[src/rtl/dcm_pkg.sv]
// Shared types and helpers for the down-count monitor.
// The report record is sized by DcmCntW; the top's CNT_W is expected to match it.
package dcm_pkg;

    localparam int unsigned DcmCntW = 8;

    typedef enum logic [1:0] {
        StIdle,
        StSync,
        StTrack,
        StFault
    } dcm_state_e;

    typedef struct packed {
        logic [DcmCntW-1:0] err_count;
        logic [DcmCntW-1:0] wrap_count;
    } rpt_t;

    // Increment that sticks at the all-ones value of a width-bit counter.
    function automatic logic [31:0] sat_inc(input logic [31:0] value, input int unsigned width);
        logic [31:0] max_val;
        max_val = (width >= 32) ? 32'hFFFF_FFFF : ((32'd1 << width) - 32'd1);
        return (value >= max_val) ? max_val : value + 32'd1;
    endfunction

endpackage

[src/rtl/dcm_sat_counter.sv]
// Saturating up-counter with synchronous clear and asynchronous active-high reset.
// Exposes the next-state value so callers can snapshot post-increment counts.
module dcm_sat_counter
    import dcm_pkg::*;
#(
    parameter int unsigned Width = 8
) (
    input  logic             clk_i,
    input  logic             rst_i,
    input  logic             clr_i,
    input  logic             inc_i,
    output logic [Width-1:0] count_o,
    output logic [Width-1:0] count_d_o
);

    logic [Width-1:0] count_q, count_d;

    always_comb begin
        count_d = count_q;
        if (clr_i) begin
            count_d = '0;
        end else if (inc_i) begin
            count_d = Width'(sat_inc(32'(count_q), Width));
        end
    end

    always_ff @(posedge clk_i or posedge rst_i) begin
        if (rst_i) begin
            count_q <= '0;
        end else begin
            count_q <= count_d;
        end
    end

    assign count_o   = count_q;
    assign count_d_o = count_d;

endmodule

[src/rtl/down_count_monitor.sv]
// Checks that a W-bit down counter steps by exactly -1 mod 2^W, counts wraps and errors,
// and emits a report every RPT_WRAPS wraps. DCM_STALL_CHECK_EN adds the stall detector.
module down_count_monitor
    import dcm_pkg::*;
#(
    parameter int unsigned W           = 3,
    parameter int unsigned CNT_W       = DcmCntW,
    parameter int unsigned RPT_WRAPS   = 4,
    parameter int unsigned STALL_LIMIT = 4
) (
    input  logic               clk,
    input  logic               rst,
    input  logic [W-1:0]       q_in,
    input  logic               sample_en,
    input  logic               clear,
    output logic               wrap_pulse,
    output logic               err,
    output logic [CNT_W-1:0]   err_count,
    output logic [CNT_W-1:0]   wrap_count,
    output logic               locked,
    output logic               rpt_valid,
    input  logic               rpt_ready,
    output logic [2*CNT_W-1:0] rpt_data,
    output logic               rpt_overrun
`ifdef DCM_STALL_CHECK_EN
    ,
    output logic               stall
`endif
);

    dcm_state_e       state_q, state_d;
    logic [W-1:0]     prev_q, prev_d;
    logic             err_q, err_d;
    logic             wrap_pulse_q, wrap_pulse_d;
    logic             fault_run_q, fault_run_d;
    logic [CNT_W-1:0] tally_q, tally_d;
    logic             rpt_valid_q, rpt_valid_d;
    rpt_t             rpt_q, rpt_d;
    logic             overrun_q, overrun_d;

    logic [W-1:0]     expected;
    logic             match;
    logic             step_bad;
    logic             tracking;
    logic             wrap_event;
    logic             err_inc;
    logic             rpt_due;
    logic             accept;
    logic [CNT_W-1:0] err_count_d, wrap_count_d;

    assign expected   = prev_q - W'(1);
    assign match      = (q_in == expected);
    assign tracking   = (state_q == StTrack) || (state_q == StFault);
    assign wrap_event = sample_en && !clear && tracking && match && (prev_q == '0);

`ifdef DCM_STALL_CHECK_EN
    localparam int unsigned StallW = $clog2(STALL_LIMIT + 1);

    logic              same;
    logic              stall_hit;
    logic              stall_q, stall_d;
    logic [StallW-1:0] stall_run_q, stall_run_d;

    // An unchanged sample feeds the stall run instead of counting as a bad step.
    assign same     = (q_in == prev_q);
    assign step_bad = !match && !same;

    dcm_sat_counter #(
        .Width (StallW)
    ) u_stall_run (
        .clk_i     (clk),
        .rst_i     (rst),
        .clr_i     (clear || (sample_en && !(tracking && same))),
        .inc_i     (sample_en && tracking && same),
        .count_o   (stall_run_q),
        .count_d_o (stall_run_d)
    );

    assign stall_hit = !clear && (stall_run_d == StallW'(STALL_LIMIT))
                       && (stall_run_q != StallW'(STALL_LIMIT));
    assign stall_d   = clear ? 1'b0 : (stall_q || stall_hit);

    always_ff @(posedge clk or posedge rst) begin
        if (rst) begin
            stall_q <= 1'b0;
        end else begin
            stall_q <= stall_d;
        end
    end

    assign stall = stall_q;
`else
    assign step_bad = !match;
`endif

    always_comb begin
        state_d     = state_q;
        fault_run_d = fault_run_q;
        err_d       = err_q;
        err_inc     = 1'b0;
        if (sample_en) begin
            unique case (state_q)
                StIdle: state_d = StSync;
                StSync: begin
                    if (match) state_d = StTrack;
                end
                StTrack: begin
                    if (step_bad) begin
                        state_d     = StFault;
                        err_d       = 1'b1;
                        err_inc     = 1'b1;
                        fault_run_d = 1'b0;
                    end
                end
                StFault: begin
                    // Two consecutive good steps are needed before trusting the counter again.
                    if (match) begin
                        if (fault_run_q) begin
                            state_d     = StTrack;
                            fault_run_d = 1'b0;
                        end else begin
                            fault_run_d = 1'b1;
                        end
                    end else if (step_bad) begin
                        err_inc     = 1'b1;
                        fault_run_d = 1'b0;
                    end
                end
                default: state_d = StIdle;
            endcase
        end
`ifdef DCM_STALL_CHECK_EN
        if (stall_hit) begin
            state_d     = StFault;
            fault_run_d = 1'b0;
        end
`endif
        if (clear) begin
            state_d     = StIdle;
            fault_run_d = 1'b0;
            err_d       = 1'b0;
            err_inc     = 1'b0;
        end
    end

    assign prev_d       = clear ? '0 : (sample_en ? q_in : prev_q);
    assign wrap_pulse_d = wrap_event;

    dcm_sat_counter #(
        .Width (CNT_W)
    ) u_err_count (
        .clk_i     (clk),
        .rst_i     (rst),
        .clr_i     (clear),
        .inc_i     (err_inc),
        .count_o   (err_count),
        .count_d_o (err_count_d)
    );

    dcm_sat_counter #(
        .Width (CNT_W)
    ) u_wrap_count (
        .clk_i     (clk),
        .rst_i     (rst),
        .clr_i     (clear),
        .inc_i     (wrap_event),
        .count_o   (wrap_count),
        .count_d_o (wrap_count_d)
    );

    assign accept = rpt_valid_q && rpt_ready;

    always_comb begin
        tally_d     = tally_q;
        rpt_due     = 1'b0;
        rpt_valid_d = rpt_valid_q;
        rpt_d       = rpt_q;
        overrun_d   = overrun_q;
        if (wrap_event) begin
            if (tally_q == CNT_W'(RPT_WRAPS - 1)) begin
                tally_d = '0;
                rpt_due = 1'b1;
            end else begin
                tally_d = tally_q + CNT_W'(1);
            end
        end
        if (accept) begin
            rpt_valid_d = 1'b0;
        end
        // A slot freed by acceptance this cycle can take the new record directly.
        if (rpt_due) begin
            if (!rpt_valid_q || accept) begin
                rpt_d.err_count  = err_count_d;
                rpt_d.wrap_count = wrap_count_d;
                rpt_valid_d      = 1'b1;
            end else begin
                overrun_d = 1'b1;
            end
        end
        if (clear) begin
            tally_d     = '0;
            rpt_valid_d = 1'b0;
            rpt_d       = '0;
            overrun_d   = 1'b0;
        end
    end

    always_ff @(posedge clk or posedge rst) begin
        if (rst) begin
            state_q      <= StIdle;
            prev_q       <= '0;
            err_q        <= 1'b0;
            wrap_pulse_q <= 1'b0;
            fault_run_q  <= 1'b0;
            tally_q      <= '0;
            rpt_valid_q  <= 1'b0;
            rpt_q        <= '0;
            overrun_q    <= 1'b0;
        end else begin
            state_q      <= state_d;
            prev_q       <= prev_d;
            err_q        <= err_d;
            wrap_pulse_q <= wrap_pulse_d;
            fault_run_q  <= fault_run_d;
            tally_q      <= tally_d;
            rpt_valid_q  <= rpt_valid_d;
            rpt_q        <= rpt_d;
            overrun_q    <= overrun_d;
        end
    end

    assign wrap_pulse  = wrap_pulse_q;
    assign err         = err_q;
    assign locked      = (state_q == StTrack);
    assign rpt_valid   = rpt_valid_q;
    assign rpt_data    = rpt_q;
    assign rpt_overrun = overrun_q;

endmodule

[config.mk]
export PLATFORM = sky130hd
export DESIGN_NAME = down_count_monitor
export DESIGN_NICKNAME = d
export VERILOG_FILES = /design/src/rtl/dcm_pkg.sv /design/src/rtl/dcm_sat_counter.sv /design/src/rtl/down_count_monitor.sv
export SDC_FILE = /design/constraint.sdc
export NUM_CORES = 1
export LEC_CHECK = 0
export CAP_MARGIN = 20
export CORE_MARGIN = 1.5
export CORE_UTILIZATION = 50
export CTS_BUF_LIST = sky130_fd_sc_hd__clkbuf_4 sky130_fd_sc_hd__clkbuf_8
export CTS_CLUSTER_DIAMETER = 30
export DETAILED_ROUTE_END_ITERATION = 6
export DONT_BUFFER_PORTS = 1
export PLACE_DENSITY = 0.77
export REMOVE_ABC_BUFFERS = 1
export SYNTH_ARGS = -nofsm -noshare
export SYNTH_HDL_FRONTEND = slang
export SYNTH_HIERARCHICAL = 1
export SYNTH_SLANG_ARGS = --single-unit
[constraint.sdc]
create_clock -name clk -period 8.1 [get_ports clk]
set_clock_uncertainty 0.1 [all_clocks]
set_input_delay 2.43 -clock clk [delete_from_list [all_inputs] [get_ports clk]]
set_output_delay 2.43 -clock clk [all_outputs]
set_load 0.01 [all_outputs]
==> flow_metrics.py, run 1 <==
metrics = {
    "timing": {
        "fin_crit_ns": 4.964,
        "worst_slack_ns": 3.136,
        "whs_ns": 0.4488,
        "max_freq_mhz": 201.4,
        "hold_viol": 0,
        "worst_pin_slew_ns": 0.8362,
        "setup-violations-final": 0,
        "slew_headroom_pct": 44.10,
        "slew_violations": 0,
        "tns_ns": 0,
        "fin_crit_sh_pct": 61.29,
        "rsz0062_at_grt": "false",
    },
    "synthesis": {
        "synthSimpleGateAreaFrac_pct": 24.45,
        "synthAdderAreaFrac_pct": 2.199,
        "ys_seq_elements": 50,
        "netlist_area_um2": 2845,
        "yosys_warnings": 6,
        "ys.flop_type": "dfrtp_1",
        "yosys.cell_types.count": 50,
        "synth_compound_area_share_pct": 18.69,
        "synthXorXnorAreaFrac_pct": 2.375,
        "ys_seq_area_share_pct": 43.98,
        "synthCells": 288,
        "ys_async_sr_fraction_pct": 100.0,
        "syn_area_per_cell_um2": 9.879,
        "synth_edf_count": 0,
        "synth_top_family_by_area": "simple AND/OR/NAND/NOR gates",
        "synthMuxAreaShare_pct": 2.243,
    },
    "pwr": {
        "cell_internal_pwr_uw": 332.3,
        "switching_share_pct": 23.95,
        "ir_drop_v": 0.00009705,
        "powerDensity_nw_per_um2": 150.5,
        "p_seq_share_pct": 57.9,
        "p_sw_uw": 104.6,
        "leakage_uw": 0.001212,
        "p_comb_share_pct": 6.4,
        "clock_power_share_pct": 35.7,
    },
    "clocking": {
        "clock_sinks": 50,
        "cts-resized-gates": 0,
        "clock-root-buffer": "clkbuf_8",
        "cts_tree": "yes",
        "cts_setup_buffers": 0,
        "clk_pin_slew_ns": 0.09,
        "htreeDepth": 2,
        "clock_path_buffers": 2,
        "ctsHoldBuffers": 0,
        "cts_buffers": 5,
        "clock_latency_ns": 0.31,
    },
    "global_routing": {
        "grt_pass1_vias": 2119,
        "grt.total_usage_pct": 21.38,
        "overflow": 0,
        "grt_pass1_wl_mm": 10.49,
        "grt_max_degree": 52,
        "antenna_found_initial": 0,
    },
    "final_layout": {
        "syn_to_final_growth_pct": 2.023,
        "regArea_um2": 1251,
        "diodes": 0,
        "nNetsFinal": 286,
        "drive_gt1_share_pct": 9.489,
        "multi_input_comb_area_um2": 1421,
        "fillers": 504,
    },
    "routing": {
        "avgViaCountPerCell": 6.509,
        "wl_per_cell_um": 18.15,
        "first_pass_iters": 5,
        "wirelength_mm": 6.280,
        "vias": 2252,
        "drtIter0Drc": 245,
        "drc_errors": 0,
        "ant_nets": 0,
    },
    "floorplan": {
        "core-area_um2": 5507,
        "io_pins": 45,
        "initial_utilization_pct": 51.67,
        "chipWidth_um": 78.44,
        "num_rows": 27,
        "die-area_um2": 6152,
        "die_h_um": 78.44,
    },
    "critical_path": {
        "cp-end-kind": "flop",
        "crit_fanout": 51,
        "rr_endpoint": "rpt_data[7]$_DFFE_PP0P_",
        "start_kind": "input pin",
        "rr_worst_depth": 11,
        "crit_arrival_ns": 5.09,
        "critical_path_class": "in2reg",
        "r2r-start": "prev_q[0]$_DFFE_PP0P_",
        "r2r_slack_ns": 4.88,
        "cp.required_ns": 8.23,
    },
    "flow_run": {
        "drv_cap": 0,
    },
    "placement": {
        "gp_congestion": 0.8211,
        "place_hpwl_mm": 4.129,
        "io_buffer_count": 0,
        "dp_worst_setup_slack_ns": 2.871,
    },
    "hold_path": {
        "worstHoldEndpoint": "prev_q[1]$_DFFE_PP0P_",
        "hold_class": "reg2reg",
        "worst_hold_path.num_cells": 2,
        "holdCritStartpoint": "prev_q[1]$_DFFE_PP0P_",
    },
    "run_status": {
        "status": "finished, final reports clean",
    },
}
-- cell usage after synthesis, drive strengths merged, types with 2 or more instances --
| master | n | area, um2 |
|---|---|---|
| o21a | 2 | 15.01 |
| a311oi | 2 | 17.52 |
| a31oi | 10 | 62.56 |
| buf | 19 | 123.9 |
| mux2i | 3 | 30.03 |
| a21oi | 29 | 145.1 |
| nand2 | 9 | 33.78 |
| nor3 | 9 | 60.06 |
| and3 | 6 | 37.54 |
| ha | 5 | 62.56 |
| inv | 8 | 30.03 |
| mux2 | 3 | 33.78 |
| and2 | 5 | 31.28 |
| o31ai | 18 | 135.1 |
| nor2 | 21 | 81.33 |
| and3b | 2 | 17.52 |
| clkbuf | 5 | 18.77 |
| nor2b | 7 | 43.79 |
| and4 | 5 | 48.80 |
| xnor2 | 3 | 26.28 |
| a211oi | 7 | 62.56 |
| or3 | 3 | 18.77 |
| nand3 | 12 | 70.07 |
| or4 | 2 | 15.01 |
| xor2 | 2 | 17.52 |
| and4b | 2 | 20.02 |
| nand4 | 21 | 131.4 |
| nor4 | 3 | 48.80 |
| o21ai | 4 | 20.02 |
| dfrtp | 50 | 1251 |
| o41ai | 3 | 41.29 |
-- cells by family after synthesis --
logic type | Yosys count
xor+xnor | 6
flops | 50
compound gates | 79
fa+ha+maj | 5
simple gates | 110
buf+inv | 32
mux | 6
-- worst max path at each step --
stage | from | end | depth (start not counted)
4_1_cts | clear | rpt_data[7]$_DFFE_PP0P_ | 8
3_3_place_gp | clear | rpt_data[6]$_DFFE_PP0P_ | 8
5_1_grt | clear | rpt_data[6]$_DFFE_PP0P_ | 8
2_1_floorplan | q_in[0] | rpt_data[7]$_DFFE_PP0P_ | 8
6_report | clear | rpt_data[7]$_DFFE_PP0P_ | 8
3_5_place_dp | clear | rpt_data[6]$_DFFE_PP0P_ | 8
-- power groups by stage --
stage	Clock [uW]	Combinational (uW)	Sequential (uW)
floorplan	0	21.7	258
global placement	0	27.9	258
detailed placement	0	28.5	258
CTS	158	28.6	253
global route	168	31.9	253
finish	156	28.0	253
-- layer usage --
metal | vias to the layer above | part of all wire (%) | track usage (%)
li1 | 1058 | - | -
met1 | 1110 | 44 | 28.77
met2 | 74 | 47 | 33.39
met3 | 10 | 7.1 | 6.395
met4 | 0 | 1.6 | 6.250
met5 | - | 0 | 0
-- sequential cells by signal, indices dropped and copies added, names as in the netlist, 2 cells and up --
register and count:
rpt_data 16, u_err_count/count_o 8, u_wrap_count/count_o 8, tally_q 8
prev_q 3, state_q 2
-- stage by stage --
stage	std cells	power (uW)	utilization, %	instance area, um2
3_5_place_dp	338	286.4	50.99	2808
2_1_floorplan	264	279.2	-	2703
6_report	346	436.9	52.72	2903
3_3_place_gp	338	285.8	50.99	2808
4_1_cts	346	439.5	52.72	2903
5_1_grt	346	453.0	52.72	2903
-- area by class of cell --
class | instances | area share [%]
clock buffers | 7 | 3.103
clock inverters | 1 | 0.1724
inverters | 8 | 1.034
multi-input cells | 206 | 48.97
flip-flops and latches | 50 | 43.10
well taps | 72 | 3.103
repair buffers | 2 | 0.5172
-- cell usage in the layout, fill, tap and decap left out, types with 7 or more instances in the layout --
cell     instances
nor2b_1          7
nand3_1         10
nor2_1          20
a31oi_1         10
dfrtp_1         50
nand2_1          9
nand4_1         21
a21oi_1         29
o31ai_1         18
inv_1            8
-- critical path, stage by stage --
cell and delay [ns]:
inv_1 0.14, nand3_1 0.60, nor2_1 0.82, and4_4 0.36, nor2b_1 0.05, a311oi_1 0.34
nand4_1 0.14, a21oi_1 0.19
No activity file was read; power rests on OpenSTA's default activity.
==> run 2, diff against run 1 <==
==> constraint.sdc (replaced) <==
create_clock -name clk -period 4.6 [get_ports clk]
set_clock_uncertainty 0.1 [all_clocks]
set_input_delay 1.38 -clock clk [delete_from_list [all_inputs] [get_ports clk]]
set_output_delay 1.38 -clock clk [all_outputs]
set_load 0.01 [all_outputs]
==> run 2 against run 1 <==
Effect of this change:
- flip-flop and latch count did not move
- first-iteration DRC count fell by 3.3%
- largest power group unchanged
- register-to-register slack got worse by 3.3 ns
- worst setup slack got worse by 2.0 ns
==> flow_metrics.py, run 2 (synthesis results as in run 1) <==
metrics = {
    "run_status": {
        "status": "finished, final reports clean",
    },
    "final_layout": {
        "mostFrequentLayoutCell": "dfrtp_1",
        "fin_cells": 346,
        "syn_to_final_growth_pct": 2.902,
        "finalInstanceArea_um2": 2928,
        "fillers": 490,
        "diodes": 0,
        "largest_register_ffs": 16,
        "nNetsFinal": 287,
        "final_cell_mix": "50 x dfrtp_1, 29 x a21oi_1, 21 x nand4_1",
        "drive_gt1_share_pct": 9.489,
    },
    "critical_path": {
        "crit_buf_inv": 1,
        "critical_path_class": "in2reg",
        "cp.required_ns": 4.73,
        "cpPeakStageDelay_ns": 0.67,
        "crit_fanout": 51,
        "r2r_slack_ns": 1.62,
        "rr_endpoint": "rpt_data[13]$_DFFE_PP0P_",
        "cp_cell_sequence": "inv_1, nand3_1, nor2_1, and4_4, nor2b_1, a311oi_1, nand4_1, a21oi_1",
        "cp-end-kind": "flop",
        "slowest_stage": "nor2_1",
        "start_kind": "input pin",
        "r2r-start": "prev_q[0]$_DFFE_PP0P_",
        "crit_arrival_ns": 3.61,
        "rr_worst_depth": 10,
        "path_delay_family": "simple AND/OR/NAND/NOR gates",
    },
    "pwr": {
        "p_seq_share_pct": 54.7,
        "p_sw_uw": 182.6,
        "ir_drop_v": 0.0001818,
        "switching_share_pct": 22.42,
        "p_comb_share_pct": 6.2,
        "leakage_uw": 0.001222,
        "design_power_total_uw": 814.3,
        "clock_power_share_pct": 39.0,
        "powerDensity_nw_per_um2": 278.1,
        "cell_internal_pwr_uw": 631.7,
    },
    "global_routing": {
        "overflow": 0,
        "grt_max_degree": 52,
        "antenna_found_initial": 0,
        "grt_pass1_wl_mm": 10.83,
        "grt.total_usage_pct": 21.90,
        "grt_pass1_vias": 2157,
    },
    "routing": {
        "vias": 2249,
        "wirelength_mm": 6.410,
        "first_pass_iters": 4,
        "avgViaCountPerCell": 6.500,
        "wl_per_cell_um": 18.53,
        "drtIter0Drc": 237,
        "ant_nets": 0,
        "drc_errors": 0,
    },
    "floorplan": {
        "die_h_um": 78.44,
        "initial_utilization_pct": 51.67,
        "chipWidth_um": 78.44,
        "io_pins": 45,
        "die-area_um2": 6152,
        "num_rows": 27,
        "core-area_um2": 5507,
    },
    "clocking": {
        "clock_latency_ns": 0.30,
        "cts_tree": "yes",
        "clk_pin_slew_ns": 0.09,
        "cts_buffers": 5,
        "cts-resized-gates": 0,
        "clock-root-buffer": "clkbuf_8",
        "htreeDepth": 2,
        "clock_path_buffers": 2,
        "clock_sinks": 50,
        "cts_setup_buffers": 0,
        "ctsHoldBuffers": 0,
    },
    "timing": {
        "fin_crit_sh_pct": 75.68,
        "slew_headroom_pct": 47.18,
        "rsz0062_at_grt": "false",
        "hold_viol": 0,
        "slew_violations": 0,
        "tns_ns": 0,
        "setup-violations-final": 0,
        "max_freq_mhz": 287.2,
        "whs_ns": 0.4317,
        "fin_crit_ns": 3.481,
        "worst_pin_slew_ns": 0.7914,
    },
    "placement": {
        "io_buffer_count": 0,
        "place_area_um2": 2815,
        "gp_congestion": 0.8664,
        "placedCellCount": 339,
        "place_hpwl_mm": 4.221,
    },
    "hold_path": {
        "worst_hold_path.num_cells": 2,
        "hold_class": "reg2reg",
        "holdCritStartpoint": "prev_q[1]$_DFFE_PP0P_",
        "worstHoldEndpoint": "prev_q[1]$_DFFE_PP0P_",
    },
    "flow_run": {
        "drv_cap": 0,
    },
}
[run 2: routing by layer]
metal | up-vias | wire [um] | GRT usage [%]
met4 | 0 | 74 | 5.357
met2 | 80 | 3064 | 35.04
met5 | - | 0 | 0
met1 | 1101 | 2791 | 30.84
li1 | 1060 | - | -
met3 | 8 | 479 | 3.953
[run 2: power by group through the flow]
stage / registers (uW) / logic [uW] / clock network [uW]
after floorplan: 453 / 38.2 / 0
after global placement: 454 / 49.6 / 0
after detailed placement: 454 / 51.1 / 0
after CTS: 446 / 51.3 / 321
after global routing: 447 / 56.8 / 339
final: 446 / 50.7 / 318
[run 2: area by class of cell]
class | count | area [um2] | area share [%]
Multi-Input combinational cell | 206 | 1421 | 48.55
Sequential cell | 50 | 1251 | 42.74
Tap cell | 72 | 90.09 | 3.077
Clock buffer | 6 | 82.58 | 2.821
Clock inverter | 1 | 30.03 | 1.026
Inverter | 8 | 30.03 | 1.026
Timing Repair Buffer | 3 | 22.52 | 0.7692
[run 2: worst max-delay path by stage]
stage	from	to	slack (ns)	cells past startpoint
finish	clear	rpt_data[7]$_DFFE_PP0P_	1.12	8
CTS	clear	rpt_data[6]$_DFFE_PP0P_	1.13	8
detailed placement	clear	rpt_data[6]$_DFFE_PP0P_	0.79	8
global placement	clear	rpt_data[6]$_DFFE_PP0P_	0.86	8
floorplan	q_in[0]	rpt_data[7]$_DFFE_PP0P_	0.50	8
global route	clear	rpt_data[7]$_DFFE_PP0P_	0.86	8
[run 2: tightest hold or removal path: cells and delay by family (launching register included)]
kind,cells,cell delay (ns)
AND/OR/NAND/NOR,1,0.08
flip-flops,1,0.35
multiplexers,1,0.07
[run 2: per-stage QoR]
step / utilization, % / setup WS [ns]
floorplan: - / 0.4956
detailed placement: 51.12 / 0.7942
global placement: 51.12 / 0.8649
global route: 53.17 / 0.8630
finish: 53.17 / 1.119
CTS: 53.17 / 1.128
==> run 3, diff against run 2 <==
==> constraint.sdc (replaced) <==
create_clock -name clk -period 3.3 [get_ports clk]
set_clock_uncertainty 0.1 [all_clocks]
set_input_delay 0.99 -clock clk [delete_from_list [all_inputs] [get_ports clk]]
set_output_delay 0.99 -clock clk [all_outputs]
set_load 0.01 [all_outputs]
==> run 3 against run 2 <==
Effect of this change:
- register-to-register slack worse by 1.1 ns
- final cell count up 1.7%
- design area up 0.51%
- routed wire length down 5.2%
- critical path type is now reg2reg
- critical endpoint is now rpt_data[14]$_DFFE_PP0P_
- largest power group unchanged
==> flow_metrics.py, run 3 (synthesis results as in run 1) <==
metrics = {
    "critical_path": {
        "crit_buf_inv": 1,
        "slowest_stage": "dfrtp_1",
        "cpPeakStageDelay_ns": 0.43,
        "start_kind": "flop",
        "cp-end-kind": "flop",
        "crit_fanout": 6,
        "cp_cell_sequence": "inv_1, ha_1, xor3_1, nor3_2, nor2_1, and4_4, and4b_1, a211oi_1, nand4_1, a21oi_1",
        "crit_arrival_ns": 2.91,
        "cp.required_ns": 3.44,
        "critical_path_class": "reg2reg",
        "path_delay_family": "simple AND/OR/NAND/NOR gates",
    },
    "floorplan": {
        "io_pins": 45,
        "core-area_um2": 5507,
        "initial_utilization_pct": 51.67,
        "chipWidth_um": 78.44,
        "num_rows": 27,
        "die_h_um": 78.44,
        "die-area_um2": 6152,
    },
    "global_routing": {
        "antenna_found_initial": 0,
        "grt_max_degree": 52,
        "grt_pass1_wl_mm": 10.59,
        "grt_pass1_vias": 2167,
        "grt.total_usage_pct": 21.73,
        "overflow": 0,
    },
    "routing": {
        "wl_met1_mm": 2.703,
        "dr_wl_met2_mm": 2.828,
        "wirelength_mm": 6.074,
        "vias": 2229,
        "wl_met3_um": 441,
        "top_layer": "met4",
        "drc_errors": 0,
        "avgViaCountPerCell": 6.332,
        "first_pass_iters": 4,
        "drtIter0Drc": 159,
        "ant_nets": 0,
        "wl_per_cell_um": 17.26,
    },
    "clocking": {
        "htreeDepth": 2,
        "ctsHoldBuffers": 0,
        "clock-root-buffer": "clkbuf_8",
        "cts_tree": "yes",
        "clock_path_buffers": 2,
        "clock_sinks": 50,
        "cts_setup_buffers": 0,
        "cts_buffers": 5,
        "cts-resized-gates": 0,
        "clock_latency_ns": 0.32,
        "clk_pin_slew_ns": 0.10,
    },
    "placement": {
        "io_buffer_count": 0,
        "place_area_um2": 2853,
        "gp_congestion": 0.8829,
        "place_hpwl_mm": 4.182,
    },
    "pwr": {
        "leakage_uw": 0.001234,
        "powerDensity_nw_per_um2": 359.5,
        "ir_drop_v": 0.0002054,
    },
    "final_layout": {
        "largest_register_ffs": 16,
        "diodes": 0,
        "final_cell_mix": "50 x dfrtp_1, 29 x a21oi_1, 21 x nand4_1",
        "final_util_pct": 53.44,
        "mostFrequentLayoutCell": "dfrtp_1",
        "drive_gt1_share_pct": 11.43,
        "fillers": 480,
        "nNetsFinal": 292,
        "syn_to_final_growth_pct": 3.430,
        "finalInstanceArea_um2": 2943,
    },
    "timing": {
        "slew_headroom_pct": 52.21,
        "setup-violations-final": 0,
        "slew_violations": 0,
        "fin_crit_ns": 2.770,
        "rsz0062_at_grt": "false",
        "hold_viol": 0,
        "worst_pin_slew_ns": 0.7148,
        "fin_crit_sh_pct": 83.95,
        "whs_ns": 0.3819,
        "max_freq_mhz": 361.0,
    },
    "run_status": {
        "status": "finished, final reports clean",
    },
    "hold_path": {
        "hold_class": "in2async",
    },
    "flow_run": {
        "drv_cap": 0,
    },
}
## run 3: cell types whose count changed in the layout (fill, tap and decap cells not counted), sizes merged
cell      previous run  this run
bufinv               1         0
clkinv               0         2
clkinvlp             0         1
clkbuf               6         5
buf                  3         8
## run 3: final timing paths
path                                       start                          endpoint  slack [ns]  cells past startpoint
max                        prev_q[0]$_DFFE_PP0P_          rpt_data[14]$_DFFE_PP0P_        0.53                     10
min                                          rst  u_err_count/count_o[5]$_DFF_PP0_        0.38                      1
max reg2reg                prev_q[0]$_DFFE_PP0P_          rpt_data[14]$_DFFE_PP0P_        0.53                     10
min reg2reg                prev_q[1]$_DFFE_PP0P_             prev_q[1]$_DFFE_PP0P_        0.43                      2
max in group asynchronous                    rst               rpt_valid$_DFF_PP0_        2.21                      2
min in group clk           prev_q[1]$_DFFE_PP0P_             prev_q[1]$_DFFE_PP0P_        0.43                      2
## run 3: layout make-up
class / instances / area (um2) / area share, %
sequential: 50 / 1251 / 42.52
inverter: 8 / 30.03 / 1.020
tap: 72 / 90.09 / 3.061
multi-input combinational: 206 / 1421 / 48.30
clock inverter: 3 / 21.27 / 0.7228
timing repair buffer: 8 / 60.06 / 2.041
clock buffer: 5 / 68.82 / 2.338
## run 3: where the power goes
group	leakage (uW)	total [uW]	switching [uW]	internal (uW)
Combinational	0.000494	69.1	46.7	22.5
Sequential	0.000695	621	5.20	616
Clock	0.0000441	368	218	149
Total	0.00123	1060	270	788
## run 3: routing by layer
metal  track usage [%]  vias up
met5                 0        -
met4             8.750        0
met3             5.233        7
met2             34.35       68
met1             28.67     1084
li1                  -     1070
## run 3: through the flow
step / std cells / setup TNS (ns) / worst slack [ns] / total power, uW
after CTS: 352 / 0 / 0.5405 / 1068
after floorplan: 264 / -2.769 / -0.4144 / 685.4
after detailed placement: 344 / 0 / 0.4584 / 703.4
after global routing: 352 / 0 / 0.2706 / 1096
final: 352 / 0 / 0.5297 / 1058
after global placement: 344 / 0 / 0.4701 / 701.9
## run 3: worst register-to-register path: cells and delay by family (launching register included)
family / cells / cell delay [ns]
buffers and inverters: 1 / 0.09
XOR/XNOR: 1 / 0.40
flip-flops: 1 / 0.43
adder cells (fa/ha/maj): 1 / 0.24
AND/OR/NAND/NOR: 5 / 1.01
AO/OA/AOI/OAI: 2 / 0.45
==> RTL change (flow settings as in run 2) <==
Set the parameter `W` to 4 (it was 3).
--- a/src/rtl/down_count_monitor.sv
+++ b/src/rtl/down_count_monitor.sv
@@ -5,3 +5,3 @@
 #(
-    parameter int unsigned W           = 3,
+    parameter int unsigned W           = 4,
     parameter int unsigned CNT_W       = DcmCntW,
Ports: changed (resized q_in); port bits go from 45 to 46. The function was not compared with the original's and may differ.
==> RTL change against run 2 <==
Sequential share of layout area down 0.36 points; via count down 4.0%; final cell count up 4.6%; clock power up 18%; core utilization up 1.9 points; setup slack worse by 0.078 ns; sequential cell count up 1; area after synthesis down 0.48%; wire length down 8.0%; total power up 10%; final area up 2.9%; sequential power up 2%; largest cell class unchanged; largest power group unchanged; highest routed layer unchanged.
==> RTL change: results (changes against run 2) <==
synthesized area per cell=9.73 um2 (-1.5%); library cell contributing the largest single delay on the critical path=sky130_fd_sc_hd__xor3_4; worst hold path depth=1 (-1); commonest cells in the netlist=53 x sky130_fd_sc_hd__nand2_1, 51 x sky130_fd_sc_hd__dfrtp_1, 26 x sky130_fd_sc_hd__mux2i_1; final routed wire length divided by cell count=16.3 um (-12%); Overall Global Routing Usage=0.207 (-0.0120); cell count of the worst reg-to-reg path=11 (+1); Detail Placement HPWL=4.04 mm (-4.3%); Routability Congestion=0.859 (-0.85%); via count of the first global-routing pass=2,053 (-4.8%); minimum hold slack=0.385 ns (-0.0465 ns); run status=completed; wire length of the first global-routing pass=9.87 mm (-8.8%); post-place instance area=2880 um2 (+2.1%); First DRT Iteration DRCs=92 (-61%); portion of the post-synthesis area used by sequential elements=0.451 (+0.0110); Area contributors post-synth=sky130_fd_sc_hd__dfrtp_1 45%, sky130_fd_sc_hd__mux2i_1 9.2%, sky130_fd_sc_hd__nand2_1 7.0%; Worst Setup Slack post-DPL=0.696 ns (-0.0983 ns); endpoint of the most critical register-to-register path=rpt_data[5]$_DFFE_PP0P_; largest stage delay on the critical path=0.52 ns (-0.15 ns); Peak VDD IR=148 uV (-18%); Synth cell types=48 (-4.0%); min Tclk post-route=3.56 ns (+0.0780 ns); Inserted Clock Buffers=5 (unchanged); data arrival time of the critical path=3.70 ns (+0.09 ns); Least-Margin Pin Slew=0.818 ns (+0.0264 ns); WL final=5.90 mm (-8.0%); leakage dissipation=0.00127 uW (+3.9%); number of cells after detailed placement=354 (+4.4%); DR vias=2,159 (-4.0%); FF-to-FF setup slack=1.40 ns (-0.22 ns); Worst Min Path Start=tally_q[7]$_DFFE_PP0P_; maximum number of pins on one net before global-route repair=36 (-31%); share of final-layout standard cells stronger than drive strength 1=0.100 (+0.00511)
[RTL change: power breakdown]
part / total [uW] / switching (uW) / internal [uW] / leakage [uW]
Combinational: 68.3 / 44.0 / 24.3 / 0.000496
Clock: 375 / 158 / 217 / 0.0000644
Sequential: 455 / 3.96 / 451 / 0.000709
[RTL change: worst max-delay path by stage]
stage | start | depth (start not counted) | end
floorplan | q_in[2] | 8 | rpt_data[7]$_DFFE_PP0P_
global placement | q_in[2] | 9 | rpt_data[7]$_DFFE_PP0P_
detailed placement | q_in[2] | 9 | rpt_data[6]$_DFFE_PP0P_
CTS | q_in[2] | 9 | rpt_data[6]$_DFFE_PP0P_
global route | q_in[2] | 9 | rpt_data[3]$_DFFE_PP0P_
finish | q_in[2] | 9 | rpt_data[5]$_DFFE_PP0P_
[RTL change: per-layer routing]
layer | part of all wire | vias up | track usage
li1 | - | 1038 | -
met1 | 0.45 | 1062 | 0.268
met2 | 0.47 | 52 | 0.333
met3 | 0.066 | 7 | 0.0605
met4 | 0.013 | 0 | 0.0696
met5 | 0 | - | 0
[RTL change: layout make-up]
cell class / instances / area [um2]
clock buffer: 5 / 68.8
clock inverter: 3 / 67.6
fill: 509 / 2460
inverter: 7 / 26.3
multi-input combinational: 219 / 1450
sequential: 51 / 1280
tap: 72 / 90.1
timing repair buffer: 5 / 37.5
[RTL change: kinds of logic (layout without fill, tap and decap cells)]
group / Yosys count / after routing / synth area share
buffers and inverters: 21 / 20 / 0.0389
and+or+nand+nor: 139 / 139 / 0.267
muxes: 28 / 28 / 0.0999
AOI/OAI and AO/OA: 39 / 39 / 0.0902
adders and majority gates: 5 / 5 / 0.0221
DFF: 51 / 51 / 0.451
xor gates and xnor gates: 8 / 8 / 0.0314
